<file path="src/rtl/sync_fifo_pkg.sv">
// -----------------------------------------------------------------------------
// sync_fifo_pkg
// Shared default constants for the single-clock FIFO slice.
//   SYNC_FIFO_WIDTH : default data word width in bits
//   SYNC_FIFO_DEPTH : default number of storage entries (power of two, >= 2)
// No ports; imported by sync_fifo_if, sync_fifo_mem and sync_fifo.
// -----------------------------------------------------------------------------
package sync_fifo_pkg;

  localparam int SYNC_FIFO_WIDTH = 32;
  localparam int SYNC_FIFO_DEPTH = 8;

endpackage

</file>
<file path="src/rtl/sync_fifo_if.sv">
// -----------------------------------------------------------------------------
// sync_fifo_if
// Bundles the FIFO strobes, data buses and status flags.
//   wn, rn     : write / read strobes            (master -> slave)
//   DATAIN     : write data, WIDTH bits           (master -> slave)
//   DATAOUT    : registered read data, WIDTH bits (slave -> master)
//   full/empty : occupancy flags                  (slave -> master)
//   overflow/underflow : rejected-access pulses, only when SYNC_FIFO_ERR_EN
//                        is defined               (slave -> master)
// Modports: master = producer/consumer side, slave = the FIFO itself.
// -----------------------------------------------------------------------------
interface sync_fifo_if
  import sync_fifo_pkg::*;
#(
  parameter int WIDTH = SYNC_FIFO_WIDTH
) ();

  logic             wn;
  logic             rn;
  logic [WIDTH-1:0] DATAIN;
  logic [WIDTH-1:0] DATAOUT;
  logic             full;
  logic             empty;
`ifdef SYNC_FIFO_ERR_EN
  logic             overflow;
  logic             underflow;
`endif

`ifdef SYNC_FIFO_ERR_EN
  modport master (
    output wn, rn, DATAIN,
    input  DATAOUT, full, empty, overflow, underflow
  );

  modport slave (
    input  wn, rn, DATAIN,
    output DATAOUT, full, empty, overflow, underflow
  );
`else
  modport master (
    output wn, rn, DATAIN,
    input  DATAOUT, full, empty
  );

  modport slave (
    input  wn, rn, DATAIN,
    output DATAOUT, full, empty
  );
`endif

endinterface

</file>
<file path="src/rtl/sync_fifo_mem.sv">
// -----------------------------------------------------------------------------
// sync_fifo_mem
// DEPTH x WIDTH register array with one synchronous write port and one
// synchronous, registered read port. The read register is cleared by reset
// and holds its value when no read is enabled; the array itself is never
// cleared.
//   i_clock  : clock
//   i_reset  : synchronous active-high reset (read register only)
//   i_wrEn   : write enable
//   i_wrAddr : write address
//   i_wrData : write data
//   i_rdEn   : read enable
//   i_rdAddr : read address
//   o_rdData : registered read data
// -----------------------------------------------------------------------------
module sync_fifo_mem
  import sync_fifo_pkg::*;
#(
  parameter int WIDTH = SYNC_FIFO_WIDTH,
  parameter int DEPTH = SYNC_FIFO_DEPTH
) (
  input  logic                     i_clock,
  input  logic                     i_reset,
  input  logic                     i_wrEn,
  input  logic [$clog2(DEPTH)-1:0] i_wrAddr,
  input  logic [WIDTH-1:0]         i_wrData,
  input  logic                     i_rdEn,
  input  logic [$clog2(DEPTH)-1:0] i_rdAddr,
  output logic [WIDTH-1:0]         o_rdData
);

  logic [WIDTH-1:0] r_mem [DEPTH];
  logic [WIDTH-1:0] r_rdData;

  // Storage array: no reset so it maps onto plain registers or RAM.
  always_ff @(posedge i_clock) begin
    if (i_wrEn) begin
      r_mem[i_wrAddr] <= i_wrData;
    end
  end

  // Read register: a write and read to the same address in one cycle
  // returns the old word, which is what a full FIFO doing both needs.
  always_ff @(posedge i_clock) begin
    if (i_reset) begin
      r_rdData <= '0;
    end else if (i_rdEn) begin
      r_rdData <= r_mem[i_rdAddr];
    end
  end

  assign o_rdData = r_rdData;

endmodule

</file>
<file path="src/rtl/sync_fifo.sv">
// -----------------------------------------------------------------------------
// sync_fifo
// Single-clock first-in/first-out buffer. Holds the read/write pointers, the
// occupancy count and the status flags; storage lives in sync_fifo_mem.
//   clock : single clock, all state changes on its rising edge
//   reset : synchronous active-high reset, has priority over the strobes
//   bus   : sync_fifo_if.slave (wn, rn, DATAIN, DATAOUT, full, empty and,
//           with SYNC_FIFO_ERR_EN defined, overflow/underflow)
// Optional feature macro: SYNC_FIFO_ERR_EN adds one-cycle overflow and
// underflow pulses for rejected writes and reads.
// DEPTH must be a power of two and at least 2 so pointers wrap naturally.
// -----------------------------------------------------------------------------
module sync_fifo
  import sync_fifo_pkg::*;
#(
  parameter int WIDTH = SYNC_FIFO_WIDTH,
  parameter int DEPTH = SYNC_FIFO_DEPTH
) (
  input  logic        clock,
  input  logic        reset,
  sync_fifo_if.slave  bus
);

  localparam int PTR_W = $clog2(DEPTH);
  localparam int CNT_W = PTR_W + 1;

  logic [PTR_W-1:0] r_wrPtr;
  logic [PTR_W-1:0] r_rdPtr;
  logic [CNT_W-1:0] r_count;

  logic             w_full;
  logic             w_empty;
  logic             w_wrAccept;
  logic             w_rdAccept;
  logic             w_wrEn;
  logic             w_rdEn;
  logic [WIDTH-1:0] w_rdData;

  // Flags come only from the registered count.
  assign w_full  = (r_count == CNT_W'(DEPTH));
  assign w_empty = (r_count == '0);

  // A full FIFO still takes a write when a read frees a slot the same cycle.
  assign w_wrAccept = bus.wn && (!w_full || bus.rn);
  assign w_rdAccept = bus.rn && !w_empty;

  // Masking with reset keeps unknown strobes from disturbing storage.
  assign w_wrEn = w_wrAccept && !reset;
  assign w_rdEn = w_rdAccept && !reset;

  // Pointer and count bookkeeping; power-of-two depth wraps for free.
  always_ff @(posedge clock) begin
    if (reset) begin
      r_wrPtr <= '0;
      r_rdPtr <= '0;
      r_count <= '0;
    end else begin
      if (w_wrAccept) begin
        r_wrPtr <= r_wrPtr + 1'b1;
      end
      if (w_rdAccept) begin
        r_rdPtr <= r_rdPtr + 1'b1;
      end
      case ({w_wrAccept, w_rdAccept})
        2'b10:   r_count <= r_count + 1'b1;
        2'b01:   r_count <= r_count - 1'b1;
        default: r_count <= r_count;
      endcase
    end
  end

  sync_fifo_mem #(
    .WIDTH (WIDTH),
    .DEPTH (DEPTH)
  ) u_mem (
    .i_clock  (clock),
    .i_reset  (reset),
    .i_wrEn   (w_wrEn),
    .i_wrAddr (r_wrPtr),
    .i_wrData (bus.DATAIN),
    .i_rdEn   (w_rdEn),
    .i_rdAddr (r_rdPtr),
    .o_rdData (w_rdData)
  );

  assign bus.DATAOUT = w_rdData;
  assign bus.full    = w_full;
  assign bus.empty   = w_empty;

`ifdef SYNC_FIFO_ERR_EN
  logic r_overflow;
  logic r_underflow;

  // Each pulse lasts one cycle after the edge where the access was refused.
  always_ff @(posedge clock) begin
    if (reset) begin
      r_overflow  <= 1'b0;
      r_underflow <= 1'b0;
    end else begin
      r_overflow  <= bus.wn && !w_wrAccept;
      r_underflow <= bus.rn && !w_rdAccept;
    end
  end

  assign bus.overflow  = r_overflow;
  assign bus.underflow = r_underflow;
`endif

endmodule

</file>
<file path="src/flat_wrapper.sv">
// flat-port wrapper written by rule: the top's interface ports become plain ports
module sync_fifo_flat import sync_fifo_pkg::*;
#(
  parameter int WIDTH = SYNC_FIFO_WIDTH,
  parameter int DEPTH = SYNC_FIFO_DEPTH
)
  (clock, reset, bus_wn, bus_rn, bus_DATAIN, bus_DATAOUT, bus_full, bus_empty);
  sync_fifo_if #(.WIDTH(WIDTH)) bus_i ();
  input  logic clock;
  input  logic reset;
  input wire logic [$bits(bus_i.wn)-1:0] bus_wn;
  input wire logic [$bits(bus_i.rn)-1:0] bus_rn;
  input wire logic [$bits(bus_i.DATAIN)-1:0] bus_DATAIN;
  output wire logic [$bits(bus_i.DATAOUT)-1:0] bus_DATAOUT;
  output wire logic [$bits(bus_i.full)-1:0] bus_full;
  output wire logic [$bits(bus_i.empty)-1:0] bus_empty;
  assign bus_i.wn = bus_wn;
  assign bus_i.rn = bus_rn;
  assign bus_i.DATAIN = bus_DATAIN;
  assign bus_DATAOUT = bus_i.DATAOUT;
  assign bus_full = bus_i.full;
  assign bus_empty = bus_i.empty;
  sync_fifo #(.WIDTH(WIDTH), .DEPTH(DEPTH)) u_core (.clock(clock), .reset(reset), .bus(bus_i));
endmodule
</file>
<file path="config.mk">
export PLATFORM = sky130hd
export DESIGN_NAME = sync_fifo_flat
export DESIGN_NICKNAME = d
export VERILOG_FILES = /design/src/rtl/sync_fifo_pkg.sv /design/src/rtl/sync_fifo_if.sv /design/src/rtl/sync_fifo_mem.sv /design/src/rtl/sync_fifo.sv /design/src/flat_wrapper.sv
export SDC_FILE = /design/constraint.sdc
export NUM_CORES = 1
export LEC_CHECK = 0
export CAP_MARGIN = 30
export CORE_ASPECT_RATIO = 0.6
export CORE_MARGIN = 3
export CORE_UTILIZATION = 40
export CTS_CLUSTER_DIAMETER = 80
export DETAILED_ROUTE_END_ITERATION = 10
export SYNTH_ARGS = -nofsm -noshare
export SYNTH_HDL_FRONTEND = slang
export SYNTH_SLANG_ARGS = --single-unit
</file>
<file path="constraint.sdc">
create_clock -name clock -period 7.2 [get_ports clock]
set_clock_uncertainty 0.2 [all_clocks]
set_input_delay 1.8 -clock clock [delete_from_list [all_inputs] [get_ports clock]]
set_output_delay 1.8 -clock clock [all_outputs]
set_load 0.01 [all_outputs]
</file>
# Word level (Yosys, flattened, before mapping)
# Memories as Yosys holds them, arrays and structs flattened. A register that Yosys moved wholly into a read port is not among the register bits.
# Cells that the tools add are included.
[word_totals]
input_bits = 36
n_memories = 1
mem_bits_rw = 256
elab_cells = 24
output_inout_bits = 34
reg_bits = 10
[memory_table]
columns = ["memory", "words", "width", "rd", "rd_clocked_by_memory_dff", "write_ports", "line", "rtl"]
rows = [
  ["u_core.u_mem.r_mem", 8, 32, 1, 1, 1, "sync_fifo_mem.sv:32", "logic [WIDTH-1:0] r_mem [DEPTH];"],
]
[classes]
add_sub_neg = 4
n_mux = 3
reduce_logical = 10
n_eq_ne = 3
[ops]
columns = ["operator", "n"]
rows = [
  ["one-hot mux 4 bit (2 select lines)", 1],
  ["adder 3 x 1 -> 3 bit (second input constant)", 2],
  ["adder 4 x 1 -> 4 bit (second input constant)", 1],
  ["== test 4 bit (second input constant)", 1],
  ["logical AND 1 bit", 4],
  ["zero test 4 bit", 1],
  ["subtractor 4 x 1 -> 4 bit (second input constant)", 1],
  ["zero test 1 bit", 3],
  ["== test 2 x 1 -> 1 bit (second input constant)", 1],
  ["== test 2 bit (second input constant)", 1],
  ["2-to-1 mux 1 bit", 2],
  ["nonzero test 2 bit", 1],
  ["logical OR 1 bit", 1],
]

# Depth between registers and ports, before layout
[depth]
word_depth = 7
mapped_depth = 10
ltp_nobuf = 9

# By module
# From an unflattened synthesis, not the netlist that was laid out.
[hier_totals]
cells_unflattened = 657
hier_area_um2 = 11488.5
[by_module_without_submodules]
columns = ["module", "cells_per_inst", "seq_area_each_um2", "n_inst", "area_per_inst_um2"]
rows = [
  ["sync_fifo_mem", 598, 8328.0, 1, 10958.0],
  ["sync_fifo", 59, 200.2, 1, 530.5],
]

# Worst setup path before layout
# Ideal clock, no wire load.
[synth_path]
kind = "input -> register"
from = "input port reset"
to = "memory u_core.u_mem.r_mem[0][0] in the netlist's numbering (enable)"
slack_ps = 1017
t_arrival_ps = 5470
cell_stages = 3
t_required_ps = 6487
setup_time_ps = 513
n_path_buf = 1
cell_sequence = "clkbuf_1 nor2_1 nor4b_1"
[synth_via]
elab_chain_cells = 4
[synth_lines]
columns = ["element", "line", "rtl"]
rows = [
  ["from (decl)", "flat_wrapper.sv:10", "input logic reset;"],
  ["zero test 1 bit", "sync_fifo.sv:48", "assign w_wrEn = w_wrAccept && !reset;"],
  ["logical AND 1 bit", "sync_fifo.sv:48", ""],
  ["2-to-1 mux 1 bit", "sync_fifo_mem.sv:37", "if (i_wrEn) begin"],
  ["2-to-1 mux 1 bit (not written as such)", "sync_fifo_mem.sv:38", "r_mem[i_wrAddr] <= i_wrData;"],
  ["to (decl)", "sync_fifo_mem.sv:32", ""],
]
# Every way passes these cells.

# Worst setup path after layout
[layout_path]
from = "input port bus_rn"
to = "register u_core.r_count[3]"
[layout_via]
elab_chain_cells = 4
word_cells_on_any_way = 7
classes_between = "eq/ne: 2; mux: 1; reduce/logical: 4"
[layout_lines]
columns = ["element", "line", "rtl"]
rows = [
  ["from (decl)", "flat_wrapper.sv:12", "input wire logic [$bits(bus_i.rn)-1:0] bus_rn;"],
  ["logical OR 1 bit", "sync_fifo.sv:44", "assign w_wrAccept = bus.wn && (!w_full || bus.rn);"],
  ["logical AND 1 bit", "sync_fifo.sv:44", ""],
  ["== test 2 x 1 -> 1 bit / == test 2 bit (equally long branches)", "sync_fifo.sv:64", "case ({w_wrAccept, w_rdAccept})"],
  ["one-hot mux 4 bit (2 select lines) / nonzero test 2 bit (equally long branches)", "n/a", ""],
  ["to (signal assigned)", "sync_fifo.sv:65", "2'b10: r_count <= r_count + 1'b1;"],
  ["to (signal assigned)", "sync_fifo.sv:66", "2'b01: r_count <= r_count - 1'b1;"],
  ["to (signal assigned)", "sync_fifo.sv:67", "default: r_count <= r_count;"],
  ["to (decl)", "sync_fifo.sv:29", "logic [CNT_W-1:0] r_count;"],
]
# Several ways; a longest one is shown, not always the timed one.
# A chain may end at the register's enable or synchronous reset.

==> results.cfg <==
[synth]
async_flop_share_pct = 0
synth_common_cells = edfxtp_1 (256), mux4_2 (64), nor2_1 (48), dfxtp_1 (42), nor3_1 (34)
syn_area_mm2 = 0.0110
synthesis.nets = 590
netlist_instances = 548
yosysTopAreaCellShare_pct = 69.8
synth_top_flop_cell = edfxtp_1
syn_area_per_cell_um2 = 20.1
yosysTopAreaCell = edfxtp_1
ys_warn_count = 0
yosysMostFrequentCell = edfxtp_1
ys_ff_latch = 298
synth_edf_count = 256
synth.area.top_cells = edfxtp_1 (70%), mux4_2 (13%), dfxtp_1 (7.6%)
synthDistinctLibCells = 31
ys_seq_area_share_pct = 77.4

[clock_network]
cts.sinks = 298
cts_tree = yes
cts_buffers = 26
cts_hold_buffers = 0
clkLatencyLatePin_ns = 0.54
cts_htree_levels = 1
cts_resized = 0
path_clk_slew_ns = 0.07
clk_root_buffer_cell = clkbuf_16
cts_buffer_depth = 3
cts_setup_buffers = 0

[critical_path]
path_class = input pin to flip-flop
critPathLaunchType = input pin
critPathArrivalTime_ns = 4.59
cp-end-kind = flip-flop
required_ns = 7.47
reg2reg_slack_ns = 4.06
path_max_fanout = 27

[timing]
rsz0062_at_grt = no
fmax_mhz = 231
slew_violations = 0
finalSetupViolations = 0
fin_tns_setup_ns = 0
finalCritPeriodShare_pct = 60.1
min_period_ns = 4.33
hold_violations = 0
tightest_slew_ns = 0.961
relSlewSlack_pct = 36.0

[detailed_routing]
drc_errors = 0
first_pass_iters = 5
wl_per_cell_um = 22.9
drtIter0Drc = 461
ant_nets = 0
drt_wl_total_um = 23100
vias_per_cell = 5.31
via_count = 5356

[finish]
drive_above_1_share_pct = 20.4
nets = 670
fin_util_pct = 48.8
synthToLayoutAreaGrowth_pct = 18.5

[floorplan]
core_area_mm2 = 0.0268
die_h_um = 135
io_pins = 70
initial_utilization_pct = 41.2
dieArea_mm2 = 0.0296
fp.dieW_um = 220
row_count = 46

[grt]
grt_pass1_wl_um = 35500
grt_use_total_pct = 16.0
grt_pass1_vias = 5786
antenna_found_initial = 1
grt_overflow_total = 0
grt_max_degree = 47

[hold_path]
hold_path_class = flip-flop to flip-flop

[power_and_ir_drop]
p_leak_nw = 4.07
peakVddDrop_v = 0.000227
power.density_mw_per_mm2 = 330

[placement]
dp_hpwl_um = 12200
portBuffers = 69
place_congestion = 0.688

[outcome]
status = completed

[job]
maxCapViolCount = 0
-- kinds of logic (layout without fill, tap and decap cells) --
kind of cell | after synthesis | count (layout) | synth area share, %
fa+ha+maj | 6 | 6 | 0.750
simple gates | 95 | 95 | 3.93
other cells | 0 | 1 | 0
xor+xnor | 6 | 6 | 0.477
mux | 67 | 67 | 13.4
compound gates | 42 | 42 | 2.51
buf+inv | 34 | 134 | 1.53
flops | 298 | 298 | 77.4
-- registers in the layout (all words and copies together), names as in the netlist --
signal	cells
u_core.u_mem.r_mem	256
u_core.u_mem.o_rdData	32
u_core.r_count	4
u_core.r_rdPtr	3
u_core.r_wrPtr	3
-- worst max-delay path, cell delays in order --
cell and delay, ns:
clkdlybuf4s50_1 0.59, o41a_2 0.44, buf_12 0.26, ha_1 0.24, ha_1 0.28, a21oi_1 0.21
a21oi_1 0.13, or4_1 0.49, a21oi_1 0.14
-- per-layer routing --
| layer | vias up | part of all wire, % | track usage [%] |
|---|---|---|---|
| li1 | 2392 | - | - |
| met1 | 2797 | 44 | 22.8 |
| met2 | 134 | 48 | 25.8 |
| met3 | 31 | 7.0 | 3.67 |
| met4 | 2 | 1.5 | 3.04 |
| met5 | - | 0.030 | 0 |
-- report_power, final --
| group | switching (W) | internal (W) | total, W |
|---|---|---|---|
| Clock | 0.000595 | 0.000796 | 0.00139 |
| Combinational | 0.000386 | 0.000419 | 0.000806 |
| Sequential | 0.000112 | 0.00200 | 0.00211 |
| Total | 0.00109 | 0.00321 | 0.00431 |
-- cell usage in the layout, fill, tap and decap left out, types with 2 or more instances in the layout --
master / n
a21oi_1: 5
buf_4: 11
clkbuf_1: 6
clkbuf_16: 27
clkbuf_8: 7
clkdlybuf4s50_1: 68
clkinv_1: 2
clkinv_2: 4
dfxtp_1: 40
dfxtp_4: 2
edfxtp_1: 256
ha_1: 5
inv_1: 4
mux2i_1: 3
mux4_2: 64
nand2_1: 4
nor2_1: 45
nor2_4: 3
nor3_1: 31
nor3_2: 3
o211ai_1: 2
o22ai_1: 31
xor2_1: 5
-- metrics by stage --
step | cell area (µm²) | std cells | power (W) | hold slack [ns] | setup WS, ns
finish | 13100 | 1009 | 0.00431 | 0.294 | 2.87
global route | 13000 | 1008 | 0.00451 | 0.322 | 2.79
CTS | 13000 | 1008 | 0.00437 | 0.300 | 2.90
detailed placement | 12200 | 960 | 0.00297 | 0.283 | 2.34
global placement | 12100 | 958 | 0.00294 | 0.281 | 2.10
floorplan | 11000 | 548 | 0.00261 | 0.273 | 1.02
-- path summary, 6_finish.rpt --
| path | startpoint | endpoint | cells past startpoint |
|---|---|---|---|
| max | bus_rn | u_core.r_count[3] | 9 |
| min | u_core.u_mem.o_rdData[4] | u_core.u_mem.o_rdData[4] | 2 |
| max reg2reg | u_core.r_count[0] | u_core.r_count[3] | 8 |
| min reg2reg | u_core.u_mem.o_rdData[4] | u_core.u_mem.o_rdData[4] | 2 |
-- area by class of cell --
type | instances | area [µm²]
sequential | 298 | 8540
antenna | 1 | 2.50
clock buffer | 40 | 795
multi-input combinational | 216 | 2370
timing repair buffer | 82 | 816
tap | 360 | 450
clock inverter | 8 | 66.3
fill | 2186 | 13700
inverter | 4 | 15.0
Note: power is estimated with default switching activity, not from simulation.
==> edit, RTL diff (same settings) <==
Change the package constant `SYNC_FIFO_WIDTH` from 32 to 48.
--- a/src/rtl/sync_fifo_pkg.sv
+++ b/src/rtl/sync_fifo_pkg.sv
@@ -8,5 +8,5 @@
 package sync_fifo_pkg;
 
-  localparam int SYNC_FIFO_WIDTH = 32;
+  localparam int SYNC_FIFO_WIDTH = 48;
   localparam int SYNC_FIFO_DEPTH = 8;
 
Interface: changed (resized bus_DATAIN and bus_DATAOUT); port bits go from 70 to 102. The function was not compared with the original's and may differ.
==> edit against the unedited design <==
Core utilization down 0.19 points; routed wire length up 52%; non-clock buffer count grew 37; combinational power up 33%; synthesized cell count is 44% higher; sequential cell count up 144; area after synthesis grew 47%; worst setup slack improved by 0.10 ns; total power is 48% higher; die area up 46%; design area increased by 47%; clock power up 58%; largest cell class unchanged; largest power group unchanged; highest routed layer unchanged.
==> edit: results (changes against the unedited design) <==
stage,metric,value,unit,change
run_status,status,finished clean,,
finish,"Most flops, register",u_core.u_mem.r_mem,,
finish,share of post-route cells with drive strength above 1,20.7,%,+0.31 points
synth,largest family of logic cells by synthesized area,multiplexers,,
synth,mux share of post-synthesis cell area,13.4,%,+0.079 points
synth,"Top FF cell, synth",edfxtp_1,,
clock_network,# resized after CTS,0,,unchanged
synth,Synth Area in Adders,0.509,%,-0.24 points
critical_path,r2r startpoint,u_core.r_count[0]$_SDFFE_PP0P_,,
place,HPWL after detailed placement,18.5,mm,+52%
finish,FILL cells,3287,,+50%
synth,Synth top cells by count,"edfxtp_1, mux4_2, nor2_1, dfxtp_1, nor3_1",,
place,Final GP Congestion,0.711,,+3.4%
grt,All-Layer GR Usage,16.8,%,+0.76 points
synth,Synth Area in XOR/XNOR,0.216,%,-0.26 points
worst_hold_path,Min-Delay Path Class,reg2reg,,
power_and_ir_drop,worst vdd ir,0.000169,V,-26%
synth,synth warn,0,,unchanged
clock_network,post-CTS setup buffer count,0,,unchanged
grt,global-route wire length before repair,54.0,mm,+52%
finish,max FFs per register,384,,+50%
clock_network,H-tree levels,2,,+1
synth,synth top area cells,"edfxtp_1, mux4_2, dfxtp_1",,
synth,post-synthesis compound-gate area fraction,2.28,%,-0.23 points
synth,Post-synth EDFFs,384,,+50%
critical_path,Worst Path Arrival,4.41,ns,-0.18 ns
grt,vias in the first global route,8379,,+45%
synth,sequential share of the synthesized area,78.2,%,+0.73 points
finish,nets,963,,+44%
place,Setup Slack @ Placement,2.41,ns,+0.0772 ns
grt,antenna violations before repair,1,,unchanged
detailed_routing,post-detailed-route wirelength per cell,24.0,µm,+4.8%
synth,synth unique cells,34,,+9.7%
grt,largest net degree at the start of global routing,61,,+30%
place,I/O Buffers,101,,+46%
clock_network,"Reg clk slew, reported paths",0.06,ns,
place,DP Area,0.0178,mm²,+46%
detailed_routing,vias post-DR,7784,,+45%
detailed_routing,Pre-Repair DR Iteration Count,5,,unchanged
detailed_routing,DRT iter0 DRCs,571,,+24%
power_and_ir_drop,leakage power,5.97,nW,+47%
clock_network,Worst-Skew Late Latency,0.54,ns,about the same
clock_network,CTS buffer count,41,,+58%
worst_hold_path,hold path start,u_core.u_mem.o_rdData[0]$_SDFFE_PP0P_,,
finish,n_diodes,0,,-1
timing,max_slew headroom,39.2,%,+3.2 points
clock_network,CTS Root Cell,clkbuf_16,,
critical_path,worst-path fanout max,48,,+78%
synth,Synth Net Count,846,,+43%
synth,"Async S/R FF share, synth",0,%,unchanged
clock_network,Longest Clk Path Bufs,3,,unchanged
critical_path,Critical Path Start,bus_rn,,
-- edit: area by class of cell --
class                   count  area [µm²]  share of cell area [%]
clock buffers              59        1190                    6.18
well taps                 522         653                    3.40
multi-input cells         296        3320                    17.3
inverters                   5        18.8                  0.0978
repair buffers            119        1140                    5.94
flip-flops and latches    442       12700                    66.2
clock inverters            17         175                   0.913
-- edit: power breakdown --
group	switching (W)	internal, W
sequential	0.000147	0.00295
combinational	0.000533	0.000537
clock	0.000926	0.00126
total	0.00161	0.00475
-- edit: final timing paths --
kind              depth (start not counted)  slack, ns                                      to
hold reg to reg                           2       0.29   u_core.u_mem.o_rdData[0]$_SDFFE_PP0P_
setup reg to reg                          5       4.19      u_core.u_mem.r_mem[6][3]$_DFFE_PP_
setup / recovery                          6       2.98  u_core.u_mem.o_rdData[20]$_SDFFE_PP0P_
hold / removal                            2       0.29   u_core.u_mem.o_rdData[0]$_SDFFE_PP0P_
-- edit: cells by family after synthesis --
family | count (synthesis)
DFF | 442
and+or+nand+nor | 129
muxes | 98
AOI/OAI and AO/OA | 59
buffers and inverters | 50
adders and majority gates | 6
xor gates and xnor gates | 4
-- edit: worst max-delay path, cell delays in order --
cell and delay, ns:
clkdlybuf4s50_1 0.52, o41a_2 0.41, buf_4 0.62, nand2_4 0.58, o22ai_1 0.35, nor3_1 0.08
-- edit: routing by layer --
layer	track usage [%]	vias to the layer above	share of wire (%)
met5	0	-	0.037
met4	3.76	2	1.5
met3	3.12	47	4.4
met2	26.8	183	47
met1	24.3	4092	47
li1	-	3460	-
-- edit: per-stage QoR --
step           power [W]  utilization [%]  cells
6_report         0.00636             48.6   1460
5_1_grt          0.00665             48.6   1460
4_1_cts          0.00644             48.6   1460
3_5_place_dp     0.00424             45.1   1384
3_3_place_gp     0.00424             45.1   1384
2_1_floorplan    0.00375                -    788
